**config.mk**
```make
export PLATFORM = sky130hd
export DESIGN_NAME = uart_tx_queue_flat
export DESIGN_NICKNAME = d
export VERILOG_FILES = /design/src/rtl/uart_pkg.sv /design/src/rtl/uart_tx_queue_if.sv /design/src/rtl/sync_fifo.sv /design/src/rtl/uart_tx_queue.sv /design/src/flat_wrapper.sv
export SDC_FILE = /design/constraint.sdc
export NUM_CORES = 1
export LEC_CHECK = 0
export ABC_AREA = 1
export CAP_MARGIN = 15
export CORE_ASPECT_RATIO = 1.4
export CORE_MARGIN = 10
export CORE_UTILIZATION = 57
export CTS_CLUSTER_DIAMETER = 60
export DETAILED_ROUTE_END_ITERATION = 8
export PLACE_DENSITY = 0.76
export SLEW_MARGIN = 5
export SYNTH_ARGS = -nofsm -noshare
export SYNTH_HDL_FRONTEND = slang
export SYNTH_SLANG_ARGS = --single-unit
```
**constraint.sdc**
```tcl
create_clock -name clk -period 2.6 [get_ports clk]
set_clock_uncertainty 0.05 [all_clocks]
set_input_delay 0.52 -clock clk [delete_from_list [all_inputs] [get_ports clk]]
set_output_delay 0.52 -clock clk [all_outputs]
set_load 0.02 [all_outputs]
```
**src/rtl/uart_pkg.sv**
```systemverilog
`default_nettype none
// ---------------------------------------------------------------------------
// uart_pkg - shared UART byte width and TX launch FSM state encoding
// Revision: 1.0
// ---------------------------------------------------------------------------
package uart_pkg;

    localparam int UART_DATA_W = 8;

    typedef enum logic [1:0] {
        S_IDLE    = 2'd0,
        S_WAIT_HI = 2'd1,
        S_WAIT_LO = 2'd2
    } tx_state_e;

endpackage
`default_nettype wire

```
**src/rtl/uart_tx_queue_if.sv**
```systemverilog
`default_nettype none
// ---------------------------------------------------------------------------
// uart_tx_queue_if - byte ingress, transmitter launch and queue status bundle
// Revision: 1.0
// ---------------------------------------------------------------------------
interface uart_tx_queue_if #(
    parameter int DEPTH = 16
);
    import uart_pkg::*;

    localparam int ADDR_W = $clog2(DEPTH);

    logic [UART_DATA_W-1:0] in_data;
    logic                   in_valid;
    logic                   in_ready;
    logic                   tx_start;
    logic [UART_DATA_W-1:0] tx_data;
    logic                   tx_busy;
    logic [ADDR_W:0]        count;
    logic                   empty;
    logic                   full;

    // master: coprocessor/transmitter side; slave: the queue itself
    modport master (
        output in_data, in_valid, tx_busy,
        input  in_ready, tx_start, tx_data, count, empty, full
    );

    modport slave (
        input  in_data, in_valid, tx_busy,
        output in_ready, tx_start, tx_data, count, empty, full
    );

endinterface
`default_nettype wire

```
**src/rtl/sync_fifo.sv**
```systemverilog
`default_nettype none
// ---------------------------------------------------------------------------
// sync_fifo - single-clock FIFO, count-based full/empty, power-of-2 DEPTH
// Revision: 1.0
// ---------------------------------------------------------------------------
module sync_fifo #(
    parameter  int DEPTH  = 16,
    parameter  int WIDTH  = 8,
    localparam int ADDR_W = $clog2(DEPTH)
) (
    input  logic             clk,
    input  logic             reset,
    input  logic             push_i,
    input  logic             pop_i,
    input  logic [WIDTH-1:0] wdata_i,
    output logic [WIDTH-1:0] rdata_o,
    output logic [ADDR_W:0]  count_o,
    output logic             full_o,
    output logic             empty_o
);

    logic [WIDTH-1:0]  mem_q [DEPTH];
    logic [ADDR_W-1:0] wr_ptr_q;
    logic [ADDR_W-1:0] rd_ptr_q;
    logic [ADDR_W:0]   count_q;
    logic [ADDR_W:0]   count_d;
    logic              w_push;
    logic              w_pop;

    assign full_o  = (count_q == (ADDR_W+1)'(DEPTH));
    assign empty_o = (count_q == '0);
    assign count_o = count_q;
    assign w_push  = push_i && !full_o;
    assign w_pop   = pop_i && !empty_o;

    // Read is asynchronous, so a same-cycle write to this slot is not seen
    assign rdata_o = mem_q[rd_ptr_q];

    always_ff @(posedge clk) begin
        if (w_push) begin
            mem_q[wr_ptr_q] <= wdata_i;
        end
    end

    always_comb begin
        count_d = count_q;
        case ({w_push, w_pop})
            2'b10:   count_d = count_q + 1'b1;
            2'b01:   count_d = count_q - 1'b1;
            default: count_d = count_q;
        endcase
    end

    always_ff @(posedge clk) begin
        if (reset) begin
            wr_ptr_q <= '0;
            rd_ptr_q <= '0;
            count_q  <= '0;
        end else begin
            if (w_push) begin
                wr_ptr_q <= wr_ptr_q + 1'b1;
            end
            if (w_pop) begin
                rd_ptr_q <= rd_ptr_q + 1'b1;
            end
            count_q <= count_d;
        end
    end

endmodule
`default_nettype wire

```
**src/rtl/uart_tx_queue.sv**
```systemverilog
`default_nettype none
// ---------------------------------------------------------------------------
// uart_tx_queue - byte FIFO plus one-pulse-per-byte UART transmitter launcher
// Revision: 1.0
// ---------------------------------------------------------------------------
module uart_tx_queue
    import uart_pkg::*;
#(
    parameter  int DEPTH  = 16,
    localparam int ADDR_W = $clog2(DEPTH)
) (
    input  logic            clk,
    input  logic            reset,
    uart_tx_queue_if.slave  bus
);

    tx_state_e              state_q;
    logic                   tx_start_q;
    logic [UART_DATA_W-1:0] tx_data_q;

    logic [UART_DATA_W-1:0] w_rdata;
    logic [ADDR_W:0]        w_count;
    logic                   w_full;
    logic                   w_empty;
    logic                   w_push;
    logic                   w_launch;

    assign w_push   = bus.in_valid && !w_full;
    assign w_launch = (state_q == S_IDLE) && !w_empty && !bus.tx_busy;

    sync_fifo #(
        .DEPTH (DEPTH),
        .WIDTH (UART_DATA_W)
    ) u_fifo (
        .clk     (clk),
        .reset   (reset),
        .push_i  (w_push),
        .pop_i   (w_launch),
        .wdata_i (bus.in_data),
        .rdata_o (w_rdata),
        .count_o (w_count),
        .full_o  (w_full),
        .empty_o (w_empty)
    );

    // WAIT_HI guards against relaunching before the transmitter has raised busy
    always_ff @(posedge clk) begin
        if (reset) begin
            state_q    <= S_IDLE;
            tx_start_q <= 1'b0;
            tx_data_q  <= '0;
        end else begin
            case (state_q)
                S_IDLE: begin
                    tx_start_q <= w_launch;
                    if (w_launch) begin
                        tx_data_q <= w_rdata;
                        state_q   <= S_WAIT_HI;
                    end
                end
                S_WAIT_HI: begin
                    tx_start_q <= 1'b0;
                    if (bus.tx_busy) begin
                        state_q <= S_WAIT_LO;
                    end
                end
                S_WAIT_LO: begin
                    tx_start_q <= 1'b0;
                    if (!bus.tx_busy) begin
                        state_q <= S_IDLE;
                    end
                end
                default: begin
                    tx_start_q <= 1'b0;
                    state_q    <= S_IDLE;
                end
            endcase
        end
    end

    assign bus.in_ready = !w_full;
    assign bus.tx_start = tx_start_q;
    assign bus.tx_data  = tx_data_q;
    assign bus.count    = w_count;
    assign bus.empty    = w_empty;
    assign bus.full     = w_full;

endmodule
`default_nettype wire
```
**src/flat_wrapper.sv**
```systemverilog
// flat-port wrapper written by rule: the top's interface ports become plain ports
module uart_tx_queue_flat import uart_pkg::*;
#(
    parameter  int DEPTH  = 16,
    localparam int ADDR_W = $clog2(DEPTH)
)
  (clk, reset, bus_in_data, bus_in_valid, bus_tx_busy, bus_in_ready, bus_tx_start, bus_tx_data, bus_count, bus_empty, bus_full);
  uart_tx_queue_if #(.DEPTH(DEPTH)) bus_i ();
  input  logic clk;
  input  logic reset;
  input wire logic [$bits(bus_i.in_data)-1:0] bus_in_data;
  input wire logic [$bits(bus_i.in_valid)-1:0] bus_in_valid;
  input wire logic [$bits(bus_i.tx_busy)-1:0] bus_tx_busy;
  output wire logic [$bits(bus_i.in_ready)-1:0] bus_in_ready;
  output wire logic [$bits(bus_i.tx_start)-1:0] bus_tx_start;
  output wire logic [$bits(bus_i.tx_data)-1:0] bus_tx_data;
  output wire logic [$bits(bus_i.count)-1:0] bus_count;
  output wire logic [$bits(bus_i.empty)-1:0] bus_empty;
  output wire logic [$bits(bus_i.full)-1:0] bus_full;
  assign bus_i.in_data = bus_in_data;
  assign bus_i.in_valid = bus_in_valid;
  assign bus_i.tx_busy = bus_tx_busy;
  assign bus_in_ready = bus_i.in_ready;
  assign bus_tx_start = bus_i.tx_start;
  assign bus_tx_data = bus_i.tx_data;
  assign bus_count = bus_i.count;
  assign bus_empty = bus_i.empty;
  assign bus_full = bus_i.full;
  uart_tx_queue #(.DEPTH(DEPTH)) u_core (.clk(clk), .reset(reset), .bus(bus_i));
endmodule
```
=== After elaboration in Yosys (flattened, before gate mapping) ===
Memories as Yosys holds them, arrays and structs flattened. A register that Yosys moved wholly into a read port is not among the register bits.
Cells that the tools add are included.

* Register bits: 16
* Bits in writable memories: 128
* Input port bits: 12
* Output and inout port bits: 17
* Logic and storage cells: 40
* Memories: 1

* $add $sub $neg: 4
* Eq/ne operators: 8
* Multiplexer cells: 7
* Bitwise logic cells: 1
* Reduce and logical (&&, ||, !) cells: 14

{| class="wikitable"
|+ Memories
! name !! words !! width !! rd ports !! clocked after memory_dff !! write ports !! line !! source
|-
| u_core.u_fifo.mem_q || 16 || 8 || 1 || 1 || 1 || sync_fifo.sv:22 || <nowiki>logic [WIDTH-1:0] mem_q [DEPTH];</nowiki>
|}

{| class="wikitable"
|+ Operators with widths
! cell !! number
|-
| 5-bit case mux with 2 select lines || 1
|-
| 4-bit by 1-bit adder with 4-bit output, second input constant || 2
|-
| 2-bit 2-to-1 mux || 3
|-
| 2-bit != test, second input constant || 3
|-
| 2-bit case mux with 3 select lines || 1
|-
| 5-bit by 1-bit adder with 5-bit output, second input constant || 1
|-
| 5-bit == test, second input constant || 1
|-
| 1-bit logical AND || 5
|-
| 5-bit logical NOT || 1
|-
| 5-bit by 1-bit subtractor with 5-bit output, second input constant || 1
|-
| 2-bit by 1-bit == test with 1-bit output, second input constant || 2
|-
| 2-bit == test, second input constant || 2
|-
| 1-bit logical NOT || 3
|-
| 3-bit AND reduction || 1
|-
| 2-bit logical NOT || 1
|-
| 1-bit 2-to-1 mux || 2
|-
| 2-bit AND reduction || 1
|-
| 2-bit nonzero test || 1
|-
| 2-bit OR reduction || 1
|-
| 1-bit inverter || 1
|}

=== Logic depth before layout (Yosys ltp) ===
Gate-level depths: netlist of run 1.

* Depth after elaboration: 7
* Depth in mapped cells: 16

=== Modules after synthesis ===
Synthesis of run 1 repeated with hierarchy kept, for this count alone.

* Cells, all modules: 546
* Area, all modules: 6563.8 µm²

{| class="wikitable"
|+ By module, submodules not included
! module !! instances !! cells an instance !! area an instance (µm²) !! sequential area each (µm²)
|-
| sync_fifo || 1 || 478 || 6069.6 || 4184.0
|-
| uart_tx_queue || 1 || 68 || 494.2 || 220.2
|}

=== Least setup slack after synthesis of run 1 ===
No wires, ideal clock.

* Kind: reg-to-reg
* Start point: register u_core.u_fifo.count_q[1] (netlist: u_core.u_fifo.count_o[1])
* End point: register u_core.u_fifo.count_q[4] (netlist: u_core.u_fifo.count_o[4])
* Library setup time: 132 ps
* Arrival time: 2217 ps
* Path slack: 201 ps
* Stages on the path, launching flop included: 17
* Path buffers: 1
* Period minus slack after synthesis: 2399 ps
* Cells stage by stage: dfxtp_1 > inv_1 > nand4_2 > nand2_4 > inv_6 > buf_6 > ha_1 > inv_1 > fa_1 > inv_1 > nand2_1 > a21oi_1 > nor2_1 > nand2_1 > nand2_1 > nand2_1 > a21oi_1

* Cells in the longest elaborated chain, start to end: 7
* Elaborated cells on any way between the ends: 15
* Those cells by class: add/sub (2); eq/ne (3); mux (1); reduce/logical (9)

{| class="wikitable"
|+ RTL lines
! item !! line !! source
|-
| from (decl) || sync_fifo.sv:25 || <nowiki>logic [ADDR_W:0] count_q;</nowiki>
|-
| from (signal assigned) || sync_fifo.sv:66 || <nowiki>count_q <= count_d;</nowiki>
|-
| 5-bit logical NOT (*) || sync_fifo.sv:31 || <nowiki>assign empty_o = (count_q == '0);</nowiki>
|-
| 1-bit logical NOT (*) || sync_fifo.sv:34, uart_tx_queue.sv:29 ||
|-
| 1-bit logical AND (2 in series) || uart_tx_queue.sv:29 || <nowiki>assign w_launch = (state_q == S_IDLE) && !w_empty && !bus.tx_busy;</nowiki>
|-
| 1-bit logical AND (*) || sync_fifo.sv:34 || <nowiki>assign w_pop = pop_i && !empty_o;</nowiki>
|-
| named net u_core.u_fifo.w_pop || sync_fifo.sv:28 || <nowiki>logic w_pop;</nowiki>
|-
| 2-bit by 1-bit == test with 1-bit output / 2-bit == test (equally long branches) || sync_fifo.sv:47 || <nowiki>case ({w_push, w_pop})</nowiki>
|-
| 5-bit case mux with 2 select lines / 2-bit nonzero test (equally long branches) || n/a ||
|}

Mark *: on every way through the listed nets, which the timed path passes. The rest lies on a longest branch.
A chain may end at the register's enable or synchronous reset.

=== Final worst setup path of run 1 ===
* Start point: register u_core.u_fifo.count_q[0] (netlist: u_core.u_fifo.count_o[0])
* End point: output bus_empty

* Cells in the longest elaborated chain, start to end: 1

{| class="wikitable"
|+ RTL lines
! item !! line !! source
|-
| 5-bit logical NOT || sync_fifo.sv:31 ||
|-
| to (decl) || flat_wrapper.sv:18 || <nowiki>output wire logic [$bits(bus_i.empty)-1:0] bus_empty;</nowiki>
|}

Every way passes these cells.

==> key figures, run 1 <==
Logic synthesis
  – Syn_area_per_cell: 9.86 um2
  – Synth cell types: 30
  – Synth Area in Compound Gates: ~1.5%
  – Post-synth top flop: edfxtp_1
  – Synth Area in XOR/XNOR: 0.656%
  – Yosys warnings: 0
  – Post-Synth Simple-Gate Area: between 20% and 30%
  – Mux contribution to synthesized area: 0%
  – Number of flops mapped to enable cells by yosys: 128
  – Yosys reg bits: 152
  – Sequential area share after synthesis: roughly two thirds
  – Syn_nets: 699
  – Synth Area in Adders: 1.99%
  – Synthesized cell area: 0.00668 mm2
  – Syn Inst Count: 677
  – Largest family of logic cells by synthesized area: simple AND/OR/NAND/NOR gates
  – Async SR Flop Fraction: 0%

Timing
  – Final min period: 2.35 ns
  – RSZ-0062 raised after global routing: no
  – Finish-stage setup viols: 0
  – Final Max Slew Viols: 0
  – Fin worst setup slack: 0.248 ns
  – Final Hold Viols: 0
  – Max-slew headroom: 52.9%
  – Setup tns final: 0 ns
  – Max Clk Rate: 425 MHz
  – Crit share post-route: 90.4%
  – Slew @ Worst Pin: around 0.7 ns

Global route
  – First-pass GRT wire length: 23300 um
  – Antenna violations before repair: 0
  – Number of global-route vias before repair: 4528
  – Largest net degree at the start of global routing: 68
  – GR Overflow Total: 0
  – GR Util All Layers: 17.7%

Run
  – Max_cap viols: 0

Worst setup path
  – Max incr delay on CP: 0.60 ns
  – WS Path Type: reg2out
  – Crit path buf inv count: 2
  – Crit path required time: 2.03 ns
  – Slowest-stage cell, CP: clkdlybuf4s50_1
  – R2R setup slack: 0.38 ns
  – Critical Path AT: 1.78 ns
  – Critical path endpoint category: output port
  – Crit Path Max Fanout: 5
  – Largest delay contributor family on the critical path: buffers and inverters
  – Crit path cell chain: nor2_2 -> nand4_2 -> inv_1 -> clkdlybuf4s50_1
  – Setup crit start kind: flop

Layout
  – Final instance area: 0.00782 mm2
  – Fraction of layout cells with a size suffix above 1: a little over an eighth
  – Net count, final: 747
  – Antenna Cells: 0
  – Fill cell count: 837
  – Area grow syn2layout: 17.1%

CTS
  – Clock transition at path regs: 0.06 ns
  – Cts hold-fix bufs: 0
  – TritonCTS clock tree: done
  – Worst-Skew Late Latency: 0.41 ns
  – CTS Sinks: 152
  – Clock root cell: clkbuf_16
  – CTS buffer count: 17
  – CTS H-Tree Depth: 4
  – Number of setup buffers added after CTS: 0
  – Post-cts sizing count: 0
  – CTS Buffer Depth: 2

Routing
  – Routed vias: 4631
  – DR DRC count: 0
  – Antenna-violating nets left: 0
  – Vias per cell: 5.25
  – Routed len/inst: between 15 and 20 um
  – Drt first pass iters: 7
  – DR iter-0 viols: roughly 330
  – Routed Wire Length: 14200 um

Power
  – Maximum vdd drop: 0.694 mV
  – Static Leak: 3.28 nW
  – Power Density: 973 mW/mm2

Run status
  – Status: completed

Floorplanning
  – # rows: 46
  – Die width: 111 um
  – Core box area: 0.0114 mm2
  – DIE AREA: 0.0165 mm2
  – # IOs: 29
  – Die Ht: around 150 um
  – Starting Density: 58.6%

Placed design
  – Dpl hpwl: around 9400 um
  – Post-Place Setup Slack: -0.0304 ns
  – GPL Wtd Cong: 0.887
  – IO buf count: 28
  – Placed inst area: 0.00721 mm2

Hold path
  – Hold WC Path Type: reg2reg
[power by group]
group	switching [mW]	internal, mW
logic	1.39	0.788
clock network	0.921	1.60
registers	0.0994	2.80
[registers in the layout, summed over array words and instances (netlist names)]
signal,flops
u_core.u_fifo.rd_ptr_q,4
u_core.u_fifo.count_o,5
u_core.u_fifo.wr_ptr_q,4
u_core.u_fifo.mem_q,128
u_core.state_q,2
u_core.bus.tx_data,8
u_core.bus.tx_start,1
[cell usage after synthesis (5+ instances only)]
cell	instances	area share (%)
nand2_1	226	13
edfxtp_1	128	58
nand3_1	93	7.0
inv_1	55	3.1
nor2_1	40	2.2
inv_2	34	1.9
dfxtp_1	24	7.2
buf_2	15	1.1
a21oi_1	9	0.67
ha_1	9	1.7
buf_4	6	0.67
clkinv_1	6	0.34
clkbuf_1	5	0.28
[worst paths after layout]
check	endpoint	startpoint	depth (start not counted)
worst max-delay path	bus_empty	u_core.u_fifo.count_o[0]$_SDFFE_PP0P_	4
worst min-delay path	u_core.state_q[0]$_SDFFE_PP0P_	u_core.state_q[1]$_SDFFE_PP0P_	1
worst max register to register	u_core.u_fifo.count_o[4]$_SDFFE_PP0P_	u_core.u_fifo.count_o[0]$_SDFFE_PP0P_	14
worst min register to register	u_core.state_q[0]$_SDFFE_PP0P_	u_core.state_q[1]$_SDFFE_PP0P_	1
[layout by cell type (no fill, tap or decap), drive strengths merged]
cell type / count
a21oi: 9
nor2: 42
xor2: 4
nor4: 1
inv: 92
buf: 29
o21ai: 3
clkinvlp: 1
ha: 9
xnor2: 1
nor3: 1
a211oi: 4
o21bai: 1
nand3: 93
bufinv: 4
clkinv: 12
fa: 1
nand4: 2
clkbuf: 19
clkdlybuf4s50: 28
or2: 1
nand2: 228
dfxtp: 24
nor3b: 1
edfxtp: 128
[area by class of cell]
| cell class | count | area [um2] | area share, % |
|---|---|---|---|
| well taps | 144 | 180 | 2.31 |
| repair buffers | 57 | 510 | 6.53 |
| clock inverters | 13 | 175 | 2.24 |
| flip-flops and latches | 152 | 4330 | 55.3 |
| multi-input cells | 401 | 1830 | 23.4 |
| clock buffers | 19 | 433 | 5.54 |
| inverters | 96 | 365 | 4.67 |
[cell families after synthesis]
| group | after synthesis |
|---|---|
| AO/OA/AOI/OAI | 17 |
| AND/OR/NAND/NOR | 369 |
| adder cells (fa/ha/maj) | 10 |
| XOR/XNOR | 5 |
| buffers and inverters | 124 |
| flip-flops | 152 |
[through the flow]
| stage | hold slack (ns) | util (%) | std cells | total power [mW] |
|---|---|---|---|---|
| after CTS | 0.409 | 68.6 | 882 | 7.64 |
| after global placement | 0.384 | 63.2 | 850 | 5.06 |
| final | 0.407 | 68.6 | 882 | 7.60 |
| after global routing | 0.449 | 68.6 | 882 | 8.05 |
| after floorplan | 0.373 | - | 677 | 4.47 |
| after detailed placement | 0.400 | 63.2 | 850 | 5.13 |
[routing by layer]
metal	up-vias	track usage (%)	wire [um]	part of all wire, %
met5	-	0	0	0
met1	2135	20.3	5580	39
met2	181	31.2	7430	52
li1	2286	-	-	-
met4	0	7.02	327	2.3
met3	29	4.11	901	6.3
(Power assumes the default switching activity.)
==> inputs of run 2 (changes only) <==
--- a/config.mk
+++ b/config.mk
@@ -6,7 +6,6 @@
 export NUM_CORES = 1
 export LEC_CHECK = 0
 export ABC_AREA = 1
-export CAP_MARGIN = 15
 export CORE_ASPECT_RATIO = 1.4
 export CORE_MARGIN = 10
 export CORE_UTILIZATION = 57
==> results of run 2 <==
Final layout, timing and power as in run 1 (identical DEF).
==> inputs of run 3 (changes only) <==
==> constraint.sdc (replaced) <==
create_clock -name clk -period 2.6 [get_ports clk]
set_clock_uncertainty 0.05 [all_clocks]
set_input_delay 0.65 -clock clk [delete_from_list [all_inputs] [get_ports clk]]
set_output_delay 0.65 -clock clk [all_outputs]
set_load 0.02 [all_outputs]
==> run 3 against run 2 <==
Total power down 2.7%. Critical path type unchanged. Fmax down 4.8%. Final cell count down 0.11%. Sequential power about the same. Global-route usage up 0.61 points. Setup slack worse by 0.12 ns. Clock power down 8.7%. Hold slack better by 0.014 ns. Wire length up 4.2%. Utilization down 0.43 points.
==> key figures, run 3 (same netlist as run 1, synthesis figures left out) <==
Run status
  – Status: completed

Floorplanning
  – Core box area: 0.0114 mm2
  – # rows: between 40 and 50
  – Starting Density: around three fifths
  – Die Ht: 148 um
  – DIE AREA: between 0.015 and 0.02 mm2
  – # IOs: 29
  – Die width: 111 um

Placed design
  – IO buf count: 28
  – Post-Place Setup Slack: -0.0855 ns
  – Placed cell count: 849
  – Dpl hpwl: around 9500 um
  – GPL Wtd Cong: 0.872

Global route
  – First-pass GRT wire length: 23900 um
  – Number of global-route vias before repair: 4674
  – GR Overflow Total: 0
  – Antenna violations before repair: 0
  – GR Util All Layers: between 10% and 20%
  – Largest net degree at the start of global routing: 68

Timing
  – Final Max Slew Viols: 0
  – Final min period: roughly 2.5 ns
  – Max Clk Rate: about 400 MHz
  – Slew @ Worst Pin: 0.738 ns
  – Max-slew headroom: 50.6%
  – Fin worst setup slack: 0.129 ns
  – Crit share post-route: roughly 95%
  – RSZ-0062 raised after global routing: no
  – Finish-stage setup viols: 0
  – Worst hold slack: between 0.4 and 0.5 ns
  – Final Hold Viols: 0

Worst setup path
  – WS Path Type: reg2out
  – Critical Path AT: about 1.8 ns
  – Crit path cell chain: nor2_2 -> nand4_2 -> inv_1 -> clkdlybuf4s50_1
  – Slowest-stage cell, CP: clkdlybuf4s50_1
  – Largest delay contributor family on the critical path: buffers and inverters
  – Max incr delay on CP: approximately 0.6 ns
  – Crit path required time: 1.90 ns
  – Crit Path Max Fanout: 5
  – Critical path endpoint category: output port
  – Setup crit start kind: flop
  – Crit path buf inv count: 2

Power
  – Static Leak: 3.28 nW
  – Power Density: ~950 mW/mm2
  – Maximum vdd drop: 0.502 mV

Routing
  – Vias per cell: 5.36
  – DR iter-0 viols: 308
  – Antenna-violating nets left: 0
  – DR DRC count: 0
  – Drt first pass iters: 5
  – Routed Wire Length: 14800 um
  – Routed vias: 4723
  – Routed len/inst: 16.8 um

CTS
  – Cts hold-fix bufs: 0
  – CTS Buffer Depth: 2
  – Clock root cell: clkbuf_16
  – CTS buffer count: 17
  – CTS H-Tree Depth: 4
  – Worst-Skew Late Latency: 0.42 ns
  – Clock transition at path regs: about 0.06 ns
  – CTS Sinks: 152
  – TritonCTS clock tree: done

Layout
  – Antenna Cells: 0
  – Net count, final: 746
  – Fin cells: about 880
  – Biggest register: u_core.u_fifo.mem_q
  – Max reg flops: 128
  – Fraction of layout cells with a size suffix above 1: 13.7%
  – Commonest non-fill, non-tap cell in the layout: nand2_1
  – Most frequent cells in the layout: nand2_1, edfxtp_1, nand3_1
  – Area grow syn2layout: 16.3%
  – Final core utilization: 68.1%

Run
  – Max_cap viols: 0

Hold path
  – Hold WC Path Type: reg2reg
[run 3: changes by cell type in the layout (fill, tap and decap cells not counted), sizes merged]
cell	previous run	this run
clkbuf	19	26
bufinv	4	0
clkinv	12	10
buf	29	28
clkdlybuf4s50	28	27
clkinvlp	1	0
dlymetal6s2s	0	1
[run 3: cell type report]
type / instances / area (um2)
Tap cell: 144 / 180
Fill cell: 824 / 3630
Multi-Input combinational cell: 401 / 1830
Clock inverter: 6 / 36.3
Clock buffer: 26 / 528
Sequential cell: 152 / 4330
Timing Repair Buffer: 56 / 505
Inverter: 96 / 365
[run 3: worst paths after layout]
kind	start	to	slack, ns	cells after the start
hold / removal	u_core.state_q[1]$_SDFFE_PP0P_	u_core.state_q[1]$_SDFFE_PP0P_	0.42	1
setup reg to reg	u_core.u_fifo.count_o[0]$_SDFFE_PP0P_	u_core.u_fifo.count_o[4]$_SDFFE_PP0P_	0.44	14
setup / recovery	u_core.u_fifo.count_o[0]$_SDFFE_PP0P_	bus_full	0.13	4
hold reg to reg	u_core.state_q[1]$_SDFFE_PP0P_	u_core.state_q[1]$_SDFFE_PP0P_	0.42	1
[run 3: metal layers]
layer | vias up | track usage, % | routed length (um)
met3 | 42 | 4.39 | 926
li1 | 2280 | - | -
met4 | 0 | 9.21 | 445
met1 | 2239 | 19.9 | 5700
met2 | 162 | 32.6 | 7760
met5 | - | 0 | 0
[run 3: where the power goes]
| group | internal (mW) | switching, mW | leakage, nW |
|---|---|---|---|
| Combinational | 0.778 | 1.40 | 1.64 |
| Sequential | 2.80 | 0.116 | 1.35 |
| Clock | 1.40 | 0.905 | 0.287 |
| Total | 4.98 | 2.42 | 3.28 |
[run 3: timing repair]
item,in CTS,in global routing
endpoints found under the hold margin,0,0
setup endpoints to repair,0,1
buffers inserted,0,0
gates resized for setup,0,1
[run 3: per-stage QoR]
step	total power, mW	setup TNS [ns]	instance area [um2]
after floorplan	4.47	0	6680
after global placement	5.07	-0.0733	7200
after detailed placement	5.14	-0.122	7200
after CTS	7.45	0	7760
after global routing	7.84	0	7770
final	7.40	0	7770
